===== src/rtl/fifo_rd_burst_master.sv =====
// rtl/fifo_rd_burst_master.sv - read-side burst master pulling len words from the async FIFO onto a valid/ready stream
module fifo_rd_burst_master #(
  parameter int WIDTH = 4,
  parameter int CNT_W = 8
) (
  input  logic             clk_i,
  input  logic             rst_n_i,
  input  logic             start_i,
  input  logic [CNT_W-1:0] len_i,
  output logic             busy_o,
  output logic             done_o,
  output logic             err_o,
  output logic             fifo_rd_en_o,
  input  logic [WIDTH-1:0] fifo_rdata_i,
  input  logic             fifo_empty_i,
  input  logic             fifo_rd_error_i,
  output logic [WIDTH-1:0] m_data_o,
  output logic             m_valid_o,
  input  logic             m_ready_i,
  output logic             m_last_o
);

  typedef enum logic [1:0] {
    S_IDLE  = 2'd0,
    S_RUN   = 2'd1,
    S_FLUSH = 2'd2,
    S_DONE  = 2'd3
  } state_t;

  localparam logic [CNT_W-1:0] CNT_ONE = {{(CNT_W-1){1'b0}}, 1'b1};

  state_t           state;
  logic [CNT_W-1:0] req_cnt;   // reads still to be issued (grows by one on each retry)
  logic [CNT_W-1:0] out_cnt;   // words still to be handed downstream
  logic [CNT_W-1:0] req_nxt;

  // Three-entry circular buffer: covers one word in flight plus downstream stalls
  logic [WIDTH-1:0] buf_mem [0:2];
  logic [1:0]       rd_ptr;
  logic [1:0]       wr_ptr;
  logic [1:0]       occ;
  logic             inflight;  // a read was issued last cycle; its data is on the bus now
  logic [2:0]       pending;

  logic push;
  logic pop;
  logic retry;

  function automatic logic [1:0] ptr_inc(input logic [1:0] p);
    ptr_inc = (p == 2'd2) ? 2'd0 : p + 2'd1;
  endfunction

  // Slots already claimed: stored words plus the one returning this cycle.
  // Pops are deliberately not credited so m_ready_i never reaches fifo_rd_en_o.
  assign pending      = {1'b0, occ} + {2'b00, inflight};
  assign fifo_rd_en_o = (state == S_RUN) && !fifo_empty_i && (req_cnt != '0) && (pending < 3'd3);

  assign push  = inflight && !fifo_rd_error_i;
  assign retry = inflight && fifo_rd_error_i;

  assign m_valid_o = (occ != 2'd0);
  assign m_data_o  = buf_mem[rd_ptr];
  assign m_last_o  = m_valid_o && (out_cnt == CNT_ONE);
  assign pop       = m_valid_o && m_ready_i;

  // Next read count: one fewer per issued read, one more per discarded (errored) return
  always_comb begin
    req_nxt = req_cnt;
    if (fifo_rd_en_o) begin
      req_nxt = req_nxt - CNT_ONE;
    end
    if (retry) begin
      req_nxt = req_nxt + CNT_ONE;
    end
  end

  // Burst control FSM with registered status outputs
  always_ff @(posedge clk_i or negedge rst_n_i) begin
    if (!rst_n_i) begin
      state   <= S_IDLE;
      req_cnt <= '0;
      out_cnt <= '0;
      busy_o  <= 1'b0;
      done_o  <= 1'b0;
      err_o   <= 1'b0;
    end else begin
      done_o <= 1'b0;
      case (state)
        S_IDLE: begin
          if (start_i) begin
            err_o <= 1'b0;
            if (len_i != '0) begin
              state   <= S_RUN;
              req_cnt <= len_i;
              out_cnt <= len_i;
              busy_o  <= 1'b1;
            end else begin
              state  <= S_DONE;
              done_o <= 1'b1;
            end
          end
        end
        S_RUN: begin
          req_cnt <= req_nxt;
          if (pop && (out_cnt != '0)) begin
            out_cnt <= out_cnt - CNT_ONE;
          end
          if (retry) begin
            err_o <= 1'b1;
          end
          if (req_nxt == '0) begin
            state <= S_FLUSH;
          end
        end
        S_FLUSH: begin
          req_cnt <= req_nxt;
          if (pop && (out_cnt != '0)) begin
            out_cnt <= out_cnt - CNT_ONE;
          end
          if (retry) begin
            // A late error means one more word must still be fetched
            err_o <= 1'b1;
            state <= S_RUN;
          end else if ((out_cnt == '0) && !inflight) begin
            state  <= S_DONE;
            busy_o <= 1'b0;
            done_o <= 1'b1;
          end
        end
        S_DONE: begin
          state <= S_IDLE;
        end
        default: begin
          state <= S_IDLE;
        end
      endcase
    end
  end

  // Output buffer and read-latency tracking
  always_ff @(posedge clk_i or negedge rst_n_i) begin
    if (!rst_n_i) begin
      rd_ptr   <= 2'd0;
      wr_ptr   <= 2'd0;
      occ      <= 2'd0;
      inflight <= 1'b0;
      for (int i = 0; i < 3; i++) begin
        buf_mem[i] <= '0;
      end
    end else begin
      inflight <= fifo_rd_en_o;
      if (push) begin
        buf_mem[wr_ptr] <= fifo_rdata_i;
        wr_ptr          <= ptr_inc(wr_ptr);
      end
      if (pop) begin
        rd_ptr <= ptr_inc(rd_ptr);
      end
      case ({push, pop})
        2'b10:   occ <= occ + 2'd1;
        2'b01:   occ <= occ - 2'd1;
        default: occ <= occ;
      endcase
    end
  end

endmodule


===== config.mk =====
export PLATFORM = sky130hd
export DESIGN_NAME = fifo_rd_burst_master
export DESIGN_NICKNAME = d
export VERILOG_FILES = /design/src/rtl/fifo_rd_burst_master.sv
export SDC_FILE = /design/constraint.sdc
export NUM_CORES = 1
export LEC_CHECK = 0
export CORE_MARGIN = 2
export CORE_UTILIZATION = 57
export CTS_CLUSTER_SIZE = 20
export DETAILED_ROUTE_END_ITERATION = 12
export GPL_ROUTABILITY_DRIVEN = 0
export PLACE_DENSITY = 0.8
export SETUP_SLACK_MARGIN = 0.3
export SLEW_MARGIN = 20
export SYNTH_ARGS = -nofsm -noshare
export SYNTH_HDL_FRONTEND = slang
export SYNTH_SLANG_ARGS = --single-unit
export TNS_END_PERCENT = 1

===== constraint.sdc =====
create_clock -name clk_i -period 3.15 [get_ports clk_i]
set_input_delay 0.4725 -clock clk_i [delete_from_list [all_inputs] [get_ports clk_i]]
set_output_delay 0.4725 -clock clk_i [all_outputs]
set_load 0.02 [all_outputs]

==> results of run 1 <==
cell type report:
class,count,area (µm²)
clock buffers,5,68.8
flip-flops and latches,40,1000
clock inverters,3,46.3
repair buffers,38,347
fillers,329,1240
multi-input cells,220,1550
inverters,14,60.1
well taps,52,65.1
kinds of logic after synthesis:
group / after synthesis
fa+ha+maj: 10
simple gates: 97
xor+xnor: 7
buf+inv: 27
compound gates: 82
mux: 24
flops: 40
sequential cells by signal, summed over array words and instances (netlist names):
name	count
occ	2
out_cnt	8
buf_mem	12
busy_o	1
err_o	1
done_o	1
rd_ptr	2
inflight	1
req_cnt	8
state	2
wr_ptr	2
synth_stat cells, types with 3 or more instances:
library cell | number | area (µm²)
a31o_2 | 3 | 26.3
a31oi_1 | 7 | 43.8
a21o_1 | 3 | 22.5
o211ai_1 | 5 | 37.5
clkbuf_1 | 9 | 33.8
nor3_1 | 10 | 50.1
ha_1 | 10 | 125
xor2_1 | 3 | 26.3
mux2i_1 | 9 | 90.1
and3_1 | 5 | 31.3
nor2_1 | 19 | 71.3
a2bb2oi_1 | 4 | 35.0
nand2_1 | 34 | 128
inv_1 | 13 | 48.8
dfrtp_1 | 40 | 1000
o21ai_0 | 17 | 85.1
mux2_2 | 12 | 135
and4_1 | 3 | 26.3
o22a_1 | 4 | 35.0
nor4_1 | 3 | 18.8
o22ai_1 | 7 | 43.8
nor3b_1 | 4 | 30.0
xnor2_1 | 4 | 35.0
or3_1 | 3 | 18.8
a21oi_1 | 18 | 90.1
worst max path at each step:
stage	to	slack (ps)	cells after the start
final	state[1]$_DFFE_PN0P_	330	10
after global placement	state[1]$_DFFE_PN0P_	300	9
after detailed placement	req_cnt[6]$_DFFE_PN0P_	240	9
after CTS	m_last_o	250	4
after global routing	state[1]$_DFFE_PN0P_	280	10
after floorplan	state[1]$_DFFE_PN0P_	480	10
power by group:
group	switching [mW]	internal (mW)	leakage, nW
Combinational	1.08	0.879	0.816
Sequential	0.290	0.754	0.480
Clock	0.203	0.239	0.0548
Total	1.57	1.87	1.35
routing by layer:
layer	global-route usage	vias to the layer above	part of all wire
met2	0.428	81	0.51
li1	-	1120	-
met4	0.0964	0	0.015
met5	0	-	0
met1	0.345	1137	0.43
met3	0.0563	12	0.053
stage by stage:
step           cell area, µm²  utilization  hold WS (ps)  setup WS, ps
2_1_floorplan            2620            -           177           477
3_3_place_gp             2950        0.673           487           302
6_report                 3140        0.716           282           333
3_5_place_dp             2950        0.673           494           239
4_1_cts                  3070        0.699           318           250
5_1_grt                  3140        0.716           360           280
repair_timing:
item | in CTS | in global routing
pin swaps | 0 | 3
endpoints found under the hold margin | 0 | 0
gates resized for setup | 1 | 13
endpoints found under the setup margin | 3 | 7
buffers inserted | 0 | 3
==> metrics.md, run 1 <==
| Metric | Value |
|---|---|
| Core area | 4380 µm² |
| Final Power | 3.44 mW |
| Synth Register Bits | 40 |
| Ys flop type | dfrtp_1 |
| Warnings, synthesis | 0 |
| Worst setup SP type | register |
| Per-cell routed wire length | about 18 µm |
| CP required | 3350 ps |
| Setup slack, reg-to-reg | 330 ps |
| CTS max path bufs | 2 |
| Pleak | about 1.3 nW |
| Die area | 5150 µm² |
| Most used cell along the critical path | mux2_4 |
| CTS buffer count | 5 |
| Post-synth EDFFs | 0 |
| CTS tree | yes |
| Row count | 24 |
| Peak supply drop | 0.621 mV |
| DP Wirelength | between 4000 and 5000 µm |
| Syn Nets | roughly 320 |
| Slowest CP cell | dfrtp_1 |
| Commonest non-fill, non-tap cells in the layout | 40 x dfrtp_1, 34 x nand2_1, 25 x clkdlybuf4s50_1 |
| Tightest Pin Transition | between 800 and 900 ps |
| Final Max Slew Viols | 0 |
| Worst-path cell chain | ha_1, ha_2, or3b_4, a211o_4, inv_8, mux2_4, o21a_4, nand2_2, a31o_2, mux2_4 |
| Crit. End Element | register |
| Normalized max-slew margin | 0.408 |
| Area growth, synth to finish | 20.0% |
| Wire length of the first global-routing pass | between 10,000 and 15,000 µm |
| FFs w/ async S/R, synth | 1.00 |
| Simple-gate share of the synthesized area | 0.189 |
| RSZ-0062 raised after global routing | yes |
| Setup-failing EPs final | 0 |
| ANT cells | 0 |
| Die height | 71.8 µm |
| Maxcap violations | 0 |
| Number of I/O pins | 28 |
| Power per Cell Area | 1100 nW/µm² |
| Via density per instance | 6.32 |
| R2R Path Start | occ[0]$_DFFE_PN0P_ |
| Arrival time of the worst setup path | 3020 ps |
| Antenna violations before repair | 0 |
| DR iter-0 viols | 152 |
| Synth Area in Compound Gates | 0.212 |
| Global Route Usage Sum | 0.263 |
| Largest net degree at the start of global routing | 41 |
| Share of layout cells above drive strength 1 | 0.169 |
| Netlist cell types | 55 |
| Final Non-Filler Cells | 372 |
| Outcome | complete, no violations |
| Syn_area_per_cell | 9.12 µm² |
| Syn Inst Count | 287 |
| Vias in the first global route | 2,194 |
| Worst-case reg-to-reg path depth | 10 |
| GRT overflow | 0 |
| Most common cell after layout, fill and taps aside | dfrtp_1 |
| H-tree Lvls | 2 |
| CTS Hold Bufs | 0 |
| Adder-cell share of the synthesized area | 0.0478 |
| Die width | 71.8 µm |
| Final hold violations | 0 |
| Clock Sinks | 40 |
| Post-route DRC | 0 |
| Critical path startpoint | occ[0]$_DFFE_PN0P_ |
| # placed instances | 361 |
| Worst path buffer plus inverter count | 1 |
| Worst Clk Skew | 8.56 ps |
| DR pass1 iterations | 5 |
| Buffers added on ports | 27 |
| Highest Clock Rate | 355 MHz |
| Largest family of logic cells by synthesized area | compound AO/OA/AOI/OAI gates |
| Critical path's largest stage delay | approximately 430 ps |
| XOR/XNOR Fraction of Synth Area | 0.0234 |
| Detail Route Antenna Nets | 0 |
| Drt total wl | 6520 µm |
| Clk Latency, worst-skew pair | 300 ps |
| Clk slew on worst S/H paths | 90 ps |
| Initial Util | 0.597 |
| Routed vias | 2,350 |
| Tcrit/Tclk final | 0.894 |
| Max FO, Critical Path | 6 |
| Sequential share of the synthesized area | 0.383 |
| Layout Nets | approximately 350 |
| Post-Syn Area | around 2600 µm² |
| Setup CP Type | reg -> reg |
| FF-to-FF End | state[1]$_DFFE_PN0P_ |
| Hold crit path type | in -> async |
| Crit-path leading delay family | compound AO/OA/AOI/OAI gates |
| Period minus WS final | 2820 ps |
| Post-synthesis mux area share | 0.102 |
| TNS Setup | 0 ps |
| CTS root buf | clkbuf_8 |
Note: power is estimated with default switching activity, not from simulation.
==> inputs of run 2 (changes only) <==
- CAP_MARGIN: not set -> 20
- CORE_UTILIZATION: 57 -> 60
- PLACE_DENSITY: 0.8 -> 0.84
- SLEW_MARGIN: 20 -> not set
- clock period: 3.15 -> 3.5 ns (I/O delays scaled with it)
==> run 2 against run 1 <==
Net effect: flip-flop and latch count did not move; non-clock buffer count fell by 9; combinational power fell by 17%; critical path type is now reg -> out; via count fell by 4.4%; worst setup slack improved by 96 ps; sequential power fell by 10%; largest power group unchanged; die area fell by 4.7%; clock power fell by 7.7%; register-to-register slack improved by 270 ps.
==> metrics.md, run 2 (synthesis gave the netlist of run 1 again) <==
| Metric | Value |
|---|---|
| Outcome | complete, no violations |
| Fin area | 3030 µm² (-3.4%) |
| Die height | 70.0 µm (-2.4%) |
| Normalized max-slew margin | 0.427 (+0.0184) |
| Final Max Slew Viols | 0 (unchanged) |
| Worst Clk Skew | 5.53 ps (-3.03 ps) |
| Worst-case reg-to-reg path depth | 9 (-1) |
| Highest Clock Rate | 326 MHz |
| Per-cell routed wire length | 16.0 µm (-8.7%) |
| Vias in the first global route | 2,231 (+1.7%) |
| TNS Setup | 0 ps (unchanged) |
| CTS max path bufs | 2 (unchanged) |
| Post-route DRC | 0 (unchanged) |
| Die width | 70.0 µm (-2.4%) |
| Post-CTS setup buffer count | 0 (unchanged) |
| Placed Instance Area | 2910 µm² (-1.5%) |
| Setup-failing EPs final | 0 (unchanged) |
| Via density per instance | 6.19 (-2.0%) |
| Hold crit path type | in -> async |
| Tcrit/Tclk final | 0.877 |
| Commonest non-fill, non-tap cells in the layout | 40 x dfrtp_1, 34 x nand2_1, 26 x clkdlybuf4s50_1 |
| Number of I/O pins | 28 (unchanged) |
| Detail Route Antenna Nets | 0 (unchanged) |
| Fill cells | 326 (-0.91%) |
| Arrival time of the worst setup path | 2550 ps (-470 ps) |
| Post_cts resized | 0 (-1) |
| GRT overflow | 0 (unchanged) |
| Routed vias | 2,247 (-4.4%) |
| Maxcap violations | 0 (unchanged) |
| Wire length of the first global-routing pass | 10,200 µm (-2.8%) |
| Initial Util | 0.614 (+0.0168) |
| FF-to-FF End | state[1]$_DFFE_PN0P_ |
| CTS Hold Bufs | 0 (unchanged) |
| DP Wirelength | 4320 µm (-3.8%) |
| Final hold violations | 0 (unchanged) |
| Largest net degree at the start of global routing | 41 (unchanged) |
| Max FO, Critical Path | 10 (+4) |
| Row count | 24 (unchanged) |
| DR iter-0 viols | 214 (+41%) |
| Area growth, synth to finish | 15.9% |
| Power per Cell Area | 976 nW/µm² (-11%) |
| Max FFs per register | 12 (unchanged) |
| Period minus WS final | around 3000 ps |
| CTS buffer count | 5 (unchanged) |
| Peak supply drop | 0.478 mV (-23%) |
| RSZ-0062 raised after global routing | no |
| Most flops, register | buf_mem |
| Clock Sinks | 40 (unchanged) |
| Share of layout cells above drive strength 1 | 0.116 (-0.0530) |
| CP required | 2970 ps (-380 ps) |
| Global Route Usage Sum | 0.258 (-0.00466) |
| Buffers added on ports | 27 (unchanged) |
| Core area | 4260 µm² (-2.7%) |
| Layout Nets | 338 (-2.6%) |
| Crit. End Element | output pin |
| Clk Latency, worst-skew pair | 290 ps (about the same) |
| Pleak | 1.30 nW (-3.4%) |
| R2R Path Start | inflight$_DFF_PN0_ |
| CTS tree | yes |
| Clk slew on worst S/H paths | 80 ps (about the same) |
| ANT cells | 0 (unchanged) |
| Largest registers | buf_mem x12, out_cnt x8, req_cnt x8 |
| CTS root buf | clkbuf_8 |
| Worst setup SP type | register |
| Setup CP Type | reg -> out |
| DR pass1 iterations | 4 (-1) |
| Antenna violations before repair | 0 (unchanged) |
| Tightest Pin Transition | 860 ps (-27.6 ps) |
| Most common cell after layout, fill and taps aside | dfrtp_1 |
| H-tree Lvls | 2 (unchanged) |
| Die area | 4900 µm² (-4.7%) |
| Drt total wl | 5810 µm (-11%) |
| Final Power | 2.96 mW (-14%) |
| Setup slack, reg-to-reg | 600 ps (+270 ps) |
[run 2: changes by cell type in the layout (fill, tap and decap cells not counted), sizes merged]
cell | previous run | this run
clkdlybuf4s50 | 25 | 26
inv | 15 | 14
buf | 12 | 3
clkbuf | 5 | 7
clkinvlp | 1 | 0
dlygate4sd2 | 1 | 0
[run 2: layout make-up]
cell class	count	area (µm²)	area share
Sequential cell	40	1000	0.330
Multi-Input combinational cell	220	1500	0.495
Timing Repair Buffer	29	280	0.0924
Clock buffer	7	96.3	0.0318
Inverter	14	57.6	0.0190
Tap cell	52	65.1	0.0215
Clock inverter	1	30.0	0.00990
[run 2: worst max-delay path: stages (launching register included)]
cell	delay, ps
dfrtp_1	460
ha_1	210
ha_1	190
or3b_1	360
a211o_4	320
inv_6	100
clkdlybuf4s50_1	600
[run 2: worst max-delay path by stage]
stage	from	endpoint	slack [ps]	cells past startpoint
6_report	inflight$_DFF_PN0_	fifo_rd_en_o	430	6
3_5_place_dp	fifo_empty_i	state[1]$_DFFE_PN0P_	550	8
2_1_floorplan	inflight$_DFF_PN0_	state[1]$_DFFE_PN0P_	830	10
4_1_cts	inflight$_DFF_PN0_	fifo_rd_en_o	400	6
5_1_grt	inflight$_DFF_PN0_	fifo_rd_en_o	330	6
3_3_place_gp	fifo_empty_i	state[1]$_DFFE_PN0P_	590	9
[run 2: metrics by stage]
stage	util	hold slack, ps	std cells	setup WS [ps]
detailed placement	0.682	495	355	550
floorplan	-	229	287	827
CTS	0.711	380	363	404
finish	0.711	345	363	429
global route	0.711	436	363	331
global placement	0.682	489	355	595
[run 2: metal layers]
metal	track usage	wire length (µm)
met1	0.359	2700
met2	0.408	2760
met3	0.0404	224
met4	0.0962	128
met5	0	0
[run 2: power breakdown]
| group | switching (mW) | total (mW) | leakage (nW) | internal [mW] |
|---|---|---|---|---|
| clock | 0.157 | 0.408 | 0.0645 | 0.252 |
| sequential | 0.256 | 0.935 | 0.480 | 0.680 |
| combinational | 0.890 | 1.62 | 0.760 | 0.725 |
| total | 1.30 | 2.96 | 1.30 | 1.66 |
==> inputs of run 3 (changes only) <==
- REMOVE_ABC_BUFFERS: not set -> 1
==> run 3 against run 2 <==
Net effect: worst setup slack got worse by 25 ps; cell count unchanged; total power decreased by 3.0%; non-clock buffer count unchanged.
==> metrics.md, run 3 (synthesis gave the netlist of run 1 again) <==
| Metric | Value |
|---|---|
| H-tree Lvls | 2 (unchanged) |
| Via density per instance | 6.24 (+0.85%) |
| Detail Route Antenna Nets | 0 (unchanged) |
| Post_cts resized | 0 (unchanged) |
| Most used cell along the critical path | ha_1 |
| Vias in the first global route | 2,105 (-5.6%) |
| Die height | 70.0 µm (unchanged) |
| Wire length of the first global-routing pass | 10,100 µm (-1.7%) |
| Crit. End Element | output pin |
| Arrival time of the worst setup path | 2570 ps (+20 ps) |
| ANT cells | 0 (unchanged) |
| Final Non-Filler Cells | 363 (unchanged) |
| CTS max path bufs | 2 (unchanged) |
| Slowest CP cell | clkdlybuf4s50_1 |
| Initial Util | 0.614 (unchanged) |
| Most common cell after layout, fill and taps aside | dfrtp_1 |
| Clock Sinks | 40 (unchanged) |
| DR iter-0 viols | 198 (-7.5%) |
| Share of layout cells above drive strength 1 | 0.116 (unchanged) |
| Highest Clock Rate | 323 MHz (-0.81%) |
| Worst setup SP type | register |
| Fill cells | 359 (+10%) |
| Commonest non-fill, non-tap cells in the layout | 40 x dfrtp_1, 34 x nand2_1, 26 x clkdlybuf4s50_1 |
| Max FFs per register | 12 (unchanged) |
| Layout Nets | 338 (unchanged) |
| Max FO, Critical Path | 10 (unchanged) |
| Maxcap violations | 0 (unchanged) |
| Setup-failing EPs final | 0 (unchanged) |
| Row count | 24 (unchanged) |
| Post-route DRC | 0 (unchanged) |
| Routed vias | 2,266 (+0.85%) |
| Clk slew on worst S/H paths | 80 ps (about the same) |
| Worst Clk Skew | 4.87 ps (-0.660 ps) |
| RSZ-0062 raised after global routing | no |
| Post-layout util | 0.703 (-0.00792) |
| Pleak | 1.29 nW (-1.0%) |
| Peak supply drop | 0.486 mV (+1.7%) |
| Largest net degree at the start of global routing | 41 (unchanged) |
| Final Max Slew Viols | 0 (unchanged) |
| Critical path's largest stage delay | 610 ps (about the same) |
| Tightest Pin Transition | 896 ps (+36.0 ps) |
| DP Wirelength | 4190 µm (-3.0%) |
| Power per Cell Area | 957 nW/µm² (-1.9%) |
| Tcrit/Tclk final | 0.885 (+0.00720) |
| Setup slack, reg-to-reg | 670 ps (+70 ps) |
| Reg area | 1000 µm² (unchanged) |
| Most flops, register | buf_mem |
| Outcome | complete, no violations |
| CTS root buf | clkbuf_8 |
| Die area | 4900 µm² (unchanged) |
| Global Route Usage Sum | 0.257 (-0.00153) |
| DR pass1 iterations | 5 (+1) |
| Placed Instance Area | 2910 µm² (unchanged) |
| Setup CP Type | reg -> out |
| Multi-input gate area | 1500 µm² (unchanged) |
| # placed instances | 355 (unchanged) |
| Largest registers | buf_mem x12, out_cnt x8, req_cnt x8 |
| Per-cell routed wire length | 15.9 µm (-0.71%) |
| Worst-path cell chain | ha_1, ha_1, or3b_1, a211o_4, inv_6, clkdlybuf4s50_1 |
| Hold crit path type | in -> async |
| Final hold violations | 0 (unchanged) |
| Buffers added on ports | 27 (unchanged) |
| CTS buffer count | 5 (unchanged) |
| Period minus WS final | 3100 ps (+25.2 ps) |
| Clk Latency, worst-skew pair | 300 ps (about the same) |
| Die width | 70.0 µm (unchanged) |
| Fin area | 3000 µm² (-1.1%) |
| Worst path buffer plus inverter count | 2 (unchanged) |
| Number of I/O pins | 28 (unchanged) |
| CTS Hold Bufs | 0 (unchanged) |
| TNS Setup | 0 ps (unchanged) |
| CTS tree | yes |
| Drt total wl | 5770 µm (-0.71%) |
| Core area | 4260 µm² (unchanged) |
| GRT overflow | 0 (unchanged) |
| Crit-path leading delay family | buffers and inverters |
| CP required | 2970 ps (about the same) |
| Area growth, synth to finish | 14.6% |
| Antenna violations before repair | 0 (unchanged) |
| Post-CTS setup buffer count | 0 (unchanged) |
| Normalized max-slew margin | 0.403 (-0.0240) |
-- run 3: changes by cell type in the layout (fill, tap and decap cells not counted) --
| cell | before | now |
|---|---|---|
| clkinv_2 | 0 | 2 |
| bufinv_16 | 1 | 0 |
| clkbuf_8 | 7 | 6 |
-- run 3: final timing paths --
| check | depth (start not counted) | from | endpoint |
|---|---|---|---|
| worst max-delay path | 6 | occ[0]$_DFFE_PN0P_ | fifo_rd_en_o |
| worst min-delay path | 1 | rst_n_i | buf_mem[6]$_DFFE_PN0P_ |
| worst max register to register | 10 | occ[0]$_DFFE_PN0P_ | state[1]$_DFFE_PN0P_ |
| worst min register to register | 1 | buf_mem[0]$_DFFE_PN0P_ | buf_mem[0]$_DFFE_PN0P_ |
| max in group asynchronous | 1 | rst_n_i | state[0]$_DFFE_PN0P_ |
| min in group clk_i | 1 | buf_mem[0]$_DFFE_PN0P_ | buf_mem[0]$_DFFE_PN0P_ |
-- run 3: per-stage QoR --
stage	power (mW)	setup slack (ps)	hold slack, ps
after floorplan	2.07	540	229
after global placement	2.48	556	489
after detailed placement	2.53	401	496
after CTS	2.87	397	378
after global routing	3.11	312	431
final	2.87	404	347
-- run 3: metal layers --
layer / GRT usage / routed length [µm]
met5: 0 / 0
met4: 0.105 / 97
met1: 0.352 / 2580
met2: 0.410 / 2760
met3: 0.0361 / 335
-- run 3: power by group --
part,internal (mW),total (mW),switching (mW)
Sequential,0.679,0.932,0.252
Clock,0.157,0.322,0.165
Combinational,0.726,1.62,0.889
-- run 3: cell type report --
type / count / share of cell area
multi-input cells: 220 / 0.501
flip-flops and latches: 40 / 0.334
repair buffers: 29 / 0.0935
clock buffers: 6 / 0.0275
well taps: 52 / 0.0217
inverters: 14 / 0.0192
clock inverters: 2 / 0.00334
